### config.mk
export PLATFORM = sky130hd
export DESIGN_NAME = alu_stateful_v2
export DESIGN_NICKNAME = d
export VERILOG_FILES = /design/src/rtl/alu_stateful_v2.sv
export SDC_FILE = /design/constraint.sdc
export NUM_CORES = 2
export LEC_CHECK = 0
export ABC_CLOCK_PERIOD_IN_PS = 5050
export CAP_MARGIN = 15
export CORE_MARGIN = 2
export CORE_UTILIZATION = 58
export DETAILED_ROUTE_END_ITERATION = 7
export PLACE_DENSITY_LB_ADDON = 0.2
export SLEW_MARGIN = 15
export SYNTH_ARGS = -nofsm -noshare
export SYNTH_HDL_FRONTEND = slang
export SYNTH_SLANG_ARGS = --single-unit
### constraint.sdc
create_clock -name clk -period 5.05 [get_ports clk]
set_clock_uncertainty 0.05 [all_clocks]
set_input_delay 1.2625 -clock clk [delete_from_list [all_inputs] [get_ports clk]]
set_output_delay 1.2625 -clock clk [all_outputs]
set_load 0.01 [all_outputs]
### src/rtl/alu_stateful_v2.sv
// Stateful RMT action-stage ALU with a tenant-partitioned private state RAM.
// Define ALU_SATURATE_EN for saturating add/sub/loadd/fetch-add; the default build wraps modulo 2**DATA_WIDTH.
module alu_stateful_v2 #(
    parameter int STAGE_ID   = 0,
    parameter int ACTION_LEN = 25,
    parameter int DATA_WIDTH = 32,
    parameter int ADDR_WIDTH = 5
) (
    input  logic                    clk,
    input  logic                    rst_n,
    input  logic [ACTION_LEN-1:0]   action_in,
    input  logic                    action_valid,
    input  logic [DATA_WIDTH-1:0]   operand_1_in,
    input  logic [DATA_WIDTH-1:0]   operand_2_in,
    input  logic [DATA_WIDTH-1:0]   operand_3_in,
    output logic                    ready_out,
    input  logic [2*ADDR_WIDTH-1:0] page_tbl_in,
    output logic [DATA_WIDTH-1:0]   container_out,
    output logic                    container_out_valid,
    output logic                    overflow_out,
    input  logic                    ready_in
);

    localparam int DEPTH = 2 ** ADDR_WIDTH;

    localparam logic [1:0] IDLE = 2'd0;
    localparam logic [1:0] RD   = 2'd1;
    localparam logic [1:0] EX   = 2'd2;
    localparam logic [1:0] OUT  = 2'd3;

    function automatic logic [DATA_WIDTH-1:0] add_fn(input logic [DATA_WIDTH-1:0] a,
                                                     input logic [DATA_WIDTH-1:0] b);
`ifdef ALU_SATURATE_EN
        logic [DATA_WIDTH:0] sum;
        sum = {1'b0, a} + {1'b0, b};
        return sum[DATA_WIDTH] ? '1 : sum[DATA_WIDTH-1:0];
`else
        return a + b;
`endif
    endfunction

    function automatic logic [DATA_WIDTH-1:0] sub_fn(input logic [DATA_WIDTH-1:0] a,
                                                     input logic [DATA_WIDTH-1:0] b);
`ifdef ALU_SATURATE_EN
        return (a < b) ? '0 : a - b;
`else
        return a - b;
`endif
    endfunction

    logic [1:0]            state;
    logic [3:0]            opcode_p0;
    logic [DATA_WIDTH-1:0] op1_p0;
    logic [DATA_WIDTH-1:0] op2_p0;
    logic [DATA_WIDTH-1:0] op3_p0;
    logic [ADDR_WIDTH-1:0] base_p0;
    logic [ADDR_WIDTH-1:0] len_p0;
    logic [DATA_WIDTH-1:0] rdata_p1;
    logic [DATA_WIDTH-1:0] mem [DEPTH];

    logic                  accept;
    logic [ADDR_WIDTH-1:0] offset;
    logic [ADDR_WIDTH-1:0] phys;
    logic                  out_of_range;
    logic [DATA_WIDTH-1:0] res;
    logic [DATA_WIDTH-1:0] wr_data;
    logic                  wr_en;
    logic                  ranged;
    logic                  ovf_hit;
    logic                  unused_bits;

    assign unused_bits  = ^{action_in[ACTION_LEN-5:0], STAGE_ID != 0};
    assign ready_out    = (state == IDLE);
    assign accept       = action_valid && ready_out;
    assign offset       = op2_p0[ADDR_WIDTH-1:0];
    assign phys         = base_p0 + offset;
    assign out_of_range = offset > len_p0;

    // Accept: capture the action and page entry; later page_tbl_in changes are ignored
    always_ff @(posedge clk) begin
        if (accept) begin
            opcode_p0 <= action_in[ACTION_LEN-1 -: 4];
            op1_p0    <= operand_1_in;
            op2_p0    <= operand_2_in;
            op3_p0    <= operand_3_in;
            base_p0   <= page_tbl_in[ADDR_WIDTH-1:0];
            len_p0    <= page_tbl_in[2*ADDR_WIDTH-1:ADDR_WIDTH];
        end
    end

    // RD -> EX: registered RAM read; EX -> OUT: commit write (abandoned if reset hits first)
    always_ff @(posedge clk) begin
        if (state == RD) begin
            rdata_p1 <= mem[phys];
        end
        if (state == EX && wr_en) begin
            mem[phys] <= wr_data;
        end
    end

    always_comb begin
        res     = op3_p0;
        wr_data = op1_p0;
        wr_en   = 1'b0;
        ranged  = 1'b0;
        case (opcode_p0)
            4'b0001, 4'b1001: res = add_fn(op1_p0, op2_p0);
            4'b0010, 4'b1010: res = sub_fn(op1_p0, op2_p0);
            4'b0100:          res = op1_p0 & op2_p0;
            4'b0101:          res = op1_p0 | op2_p0;
            4'b0110:          res = {{(DATA_WIDTH-1){1'b0}}, op1_p0 >= op2_p0};
            4'b1110:          res = op2_p0;
            4'b1011: begin
                ranged = 1'b1;
                res    = rdata_p1;
            end
            4'b0111: begin
                ranged  = 1'b1;
                res     = add_fn(rdata_p1, DATA_WIDTH'(1));
                wr_data = res;
                wr_en   = 1'b1;
            end
            4'b1100: begin
                ranged  = 1'b1;
                res     = rdata_p1;
                wr_data = add_fn(rdata_p1, op1_p0);
                wr_en   = 1'b1;
            end
            4'b1000: begin
                ranged = 1'b1;
                wr_en  = 1'b1;
            end
            4'b0011:          wr_en = 1'b1;
            default:          res = op3_p0;
        endcase
        // Out-of-tenant access: suppress the write and pass the container through
        ovf_hit = ranged && out_of_range;
        if (ovf_hit) begin
            res   = op3_p0;
            wr_en = 1'b0;
        end
    end

    always_ff @(posedge clk or negedge rst_n) begin
        if (!rst_n) begin
            state               <= IDLE;
            container_out       <= '0;
            container_out_valid <= 1'b0;
            overflow_out        <= 1'b0;
        end else begin
            case (state)
                IDLE: if (accept) state <= RD;
                RD:   state <= EX;
                EX: begin
                    state               <= OUT;
                    container_out       <= res;
                    overflow_out        <= ovf_hit;
                    container_out_valid <= 1'b1;
                end
                OUT: begin
                    if (ready_in) begin
                        state               <= IDLE;
                        container_out_valid <= 1'b0;
                    end
                end
                default: state <= IDLE;
            endcase
        end
    end

endmodule

==> impl_results.rst <==
.. list-table::
   :header-rows: 1

   * - Metric
     - Value
   * - Run status
     - finished, violations left
   * - Violations in the final reports
     - antenna rules
   * - Most frequently used cell type in the post-synthesis netlist
     - edfxtp_1
   * - Worst setup slack for register-to-register paths
     - 0.70 ns
   * - Count of nets after finishing
     - 3824
   * - Async set-reset flop share out of synthesis
     - 0.0300
   * - Number of pins exceeding their max-slew limit in the final report
     - 0
   * - Final routed DRC violation total
     - 0
   * - End of the worst hold path
     - container_out[2]$_DFFE_PN0P_
   * - CTS root buf
     - clkbuf_16
   * - Power per standard cell area
     - 544 nW/um2
   * - Clock tree sinks
     - 1202
   * - Netlist cell types
     - 78
   * - Count of buffers inserted at the top-level ports
     - 148
   * - Ports placed on the boundary
     - 170
   * - Highest attainable clock frequency
     - 230 MHz
   * - Mapped cell area
     - 53100 um2
   * - Clock tree from TritonCTS
     - yes
   * - Largest net degree at the start of global routing
     - 69
   * - Setup-failing EPs final
     - 0
   * - Clock group share of total power
     - 0.267
   * - Sequential power share
     - 0.390
   * - #FFs+latches synth
     - 1202
   * - Worst-Skew Late Latency
     - 0.73 ns
   * - DRT Pass-1 Iters
     - 6
   * - Max Cap Violations
     - 0
   * - DRT antenna net count
     - 1
   * - Gp weighted congestion
     - 0.929
   * - Reg2reg start
     - rdata_p1[0]$_DFFE_PN_
   * - Area added between synthesis and finish
     - 15.6%
   * - Kind of end point of the critical path
     - register
   * - End of the worst register-to-register path
     - mem[1][24]$_DFFE_PP_
   * - Hold Vio Cnt, Final
     - 0
   * - DIE AREA
     - 94000 um2
   * - Core area
     - 90400 um2
   * - Worst min-delay path class
     - reg2reg
   * - Number of rows created at floorplan
     - 110
   * - Cell count of the worst reg-to-reg path
     - 12
   * - Most frequently used flop master after synthesis
     - edfxtp_1
   * - Unrepaired setup endpoints after global routing
     - false
   * - Psw
     - 0.0117 W
   * - Average routed wire per standard cell
     - 33.6 um
   * - Maximum fanout count along the critical path
     - 32
   * - Internal cell power
     - 0.0217 W
   * - Post-synth net total
     - 3553
   * - Post-cts sizing count
     - 0
   * - Initial cell density of the core
     - 0.587
   * - Switching share of power
     - 0.351
   * - Cells taking the most area after synthesis
     - edfxtp_1, mux4_2, ha_1
   * - Cell count after synthesis
     - 3255
   * - Routed Wire Length
     - 161 mm
   * - Total GRT Usage
     - 0.347
   * - Combinational group share of total power
     - 0.344
   * - Post-synthesis sequential area ratio
     - 0.676
   * - Via count of the first global-routing pass
     - 33529
   * - Final HPWL from detailed placement
     - 102 mm
   * - Initial antenna violation count
     - 5
   * - Warning count from the yosys run
     - 0
   * - Instance count along the most critical hold path
     - 2
   * - Actual slew at the worst max-slew pin
     - 1.17 ns
   * - CTS Buffer Depth
     - 3
   * - Launch instance of the worst min-delay path
     - op3_p0[2]$_DFFE_PP_
   * - Number of enable flip-flop cells after synthesis
     - 1166
   * - CTS Buf Count
     - 116
   * - Max-Slew Margin vs Limit
     - 0.221
   * - Most frequent cells after synthesis
     - edfxtp_1, mux4_2, nor2_1
   * - Fin Setup TNS
     - 0 ns
   * - Standby leakage power
     - 20.7 nW
   * - Post-synth top area cell
     - edfxtp_1
   * - Depth of the CTS H-tree
     - 3
   * - Required @ worst endpoint
     - 5.36 ns
   * - Layout cell share with drive strength beyond 1
     - 0.193
   * - Clock slew seen by the registers of the worst setup and hold paths
     - 0.06 ns
   * - Worst supply voltage drop on vdd
     - 0.524 mV
   * - Overflow left after global routing
     - 0
   * - Share of Yosys cell area claimed by the top area cell type
     - 0.659
   * - Via density per instance
     - 6.94
   * - First-pass GRT wire length
     - 235 mm
   * - Horizontal die dimension
     - 307 um
   * - Average cell area after synthesis
     - 16.3 um2
   * - Worst EP arrival
     - 4.66 ns
   * - Number of buffers inserted by post-CTS setup repair
     - 0
   * - Vertical die dimension
     - 307 um
   * - Count of routing violations after the opening detailed-route iteration
     - 4550
   * - Type of the setup path with the least slack
     - reg2reg
   * - Hold WS
     - 0.462 ns
   * - Number of hold-repair buffers added at the cts stage
     - 0
   * - Startpoint Class
     - register
   * - Final critical delay including setup and external delays
     - 4.35 ns
   * - Period Utilization, post-route
     - 0.861
   * - Via total after detailed routing
     - 33355
[worst max-delay path by stage]
stage                             to             startpoint  cells past startpoint  slack (ns)
2_1_floorplan   mem[19][0]$_DFFE_PP_    op2_p0[0]$_DFFE_PP_                      8        0.71
3_3_place_gp   mem[12][24]$_DFFE_PP_  rdata_p1[0]$_DFFE_PN_                     12        0.61
3_5_place_dp   mem[15][24]$_DFFE_PP_  rdata_p1[0]$_DFFE_PN_                     12        0.41
4_1_cts         mem[1][24]$_DFFE_PP_  rdata_p1[0]$_DFFE_PN_                     12        0.40
5_1_grt         mem[1][24]$_DFFE_PP_  rdata_p1[0]$_DFFE_PN_                     12        0.39
6_report        mem[1][24]$_DFFE_PP_  rdata_p1[0]$_DFFE_PN_                     12        0.70
[metrics by stage]
step	std cells	worst slack (ns)	util	total power [W]	cell area (um2)
global route	4802	0.390	0.679	0.0345	61400
finish	4807	0.701	0.679	0.0334	61400
floorplan	3255	0.706	-	0.0196	53100
global placement	4583	0.611	0.636	0.0240	57500
CTS	4801	0.404	0.679	0.0332	61400
detailed placement	4583	0.405	0.636	0.0243	57500
[cell families (layout without fill, tap and decap cells)]
family                     after synthesis  in the layout  share of synthesized area
adders and majority gates              163            163                     0.0390
other                                    0              5                          0
xor gates and xnor gates                61             61                     0.0101
buffers and inverters                  305            676                     0.0216
muxes                                  276            276                      0.112
AOI/OAI and AO/OA                      724            724                     0.0936
and+or+nand+nor                        524            524                     0.0471
DFF                                   1202           1202                      0.676
[layout by cell type (no fill, tap or decap), types with 11 or more instances in the layout]
cell type / n
o21ai_0: 125
nand2_1: 113
o21bai_1: 20
nand3_1: 52
a211oi_1: 25
nor4_1: 17
clkinv_2: 29
xnor2_1: 28
a22oi_1: 147
o22ai_1: 20
inv_1: 129
clkdlybuf4s50_1: 147
a221o_1: 20
nor3_1: 30
a2111oi_0: 13
a221oi_1: 26
mux4_2: 256
edfxtp_1: 1166
a21oi_1: 133
buf_4: 155
and3_1: 21
clkinv_1: 24
ha_1: 156
bufinv_16: 16
nor2b_1: 11
nor2_4: 40
dfrtp_1: 36
xor2_1: 31
nand2b_1: 13
mux2i_1: 14
a31oi_1: 12
nand4_1: 46
buf_12: 24
clkbuf_16: 116
clkbuf_1: 19
nor2_1: 131
o211ai_1: 21
a21o_1: 36
and2_1: 11
[layout make-up]
class	count	area, um2
antenna	5	12.5
clock buffer	137	3000
clock inverter	81	891
fill	5777	29000
inverter	130	488
multi-input combinational	1748	16500
sequential	1202	35900
tap	1176	1470
timing repair buffer	328	3130
[per-layer routing]
layer | up-vias | routed length, um | global-route usage
li1 | 13753 | - | -
met1 | 16998 | 60600 | 0.475
met2 | 2242 | 78800 | 0.573
met3 | 356 | 16300 | 0.0632
met4 | 6 | 5570 | 0.110
met5 | - | 45 | 0
[sequential cells by signal (all words and copies together) (netlist names)]
name	flops
rdata_p1	32
overflow_out	1
mem	1024
op2_p0	32
len_p0	5
opcode_p0	4
container_out	32
op1_p0	32
base_p0	5
container_out_valid	1
state	2
op3_p0	32
[power groups by stage]
stage	clock network [W]	logic (W)	registers (W)
3_3_place_gp	0	0.0109	0.0132
3_5_place_dp	0	0.0111	0.0132
2_1_floorplan	0	0.00659	0.0131
5_1_grt	0.00930	0.0122	0.0131
6_report	0.00891	0.0115	0.0130
4_1_cts	0.00898	0.0113	0.0130
[critical path: stages (launching register included)]
cell       delay, ns
edfxtp_1        0.50
ha_1            0.28
fa_1            0.43
a211oi_1        0.34
o21ai_0         0.32
a41oi_1         0.32
o21a_1          0.20
o2bb2ai_1       0.22
o311ai_0        0.20
buf_4           0.18
a21oi_1         0.16
xor2_1          0.11
o21ai_4         0.69
(Power assumes the default switching activity.)
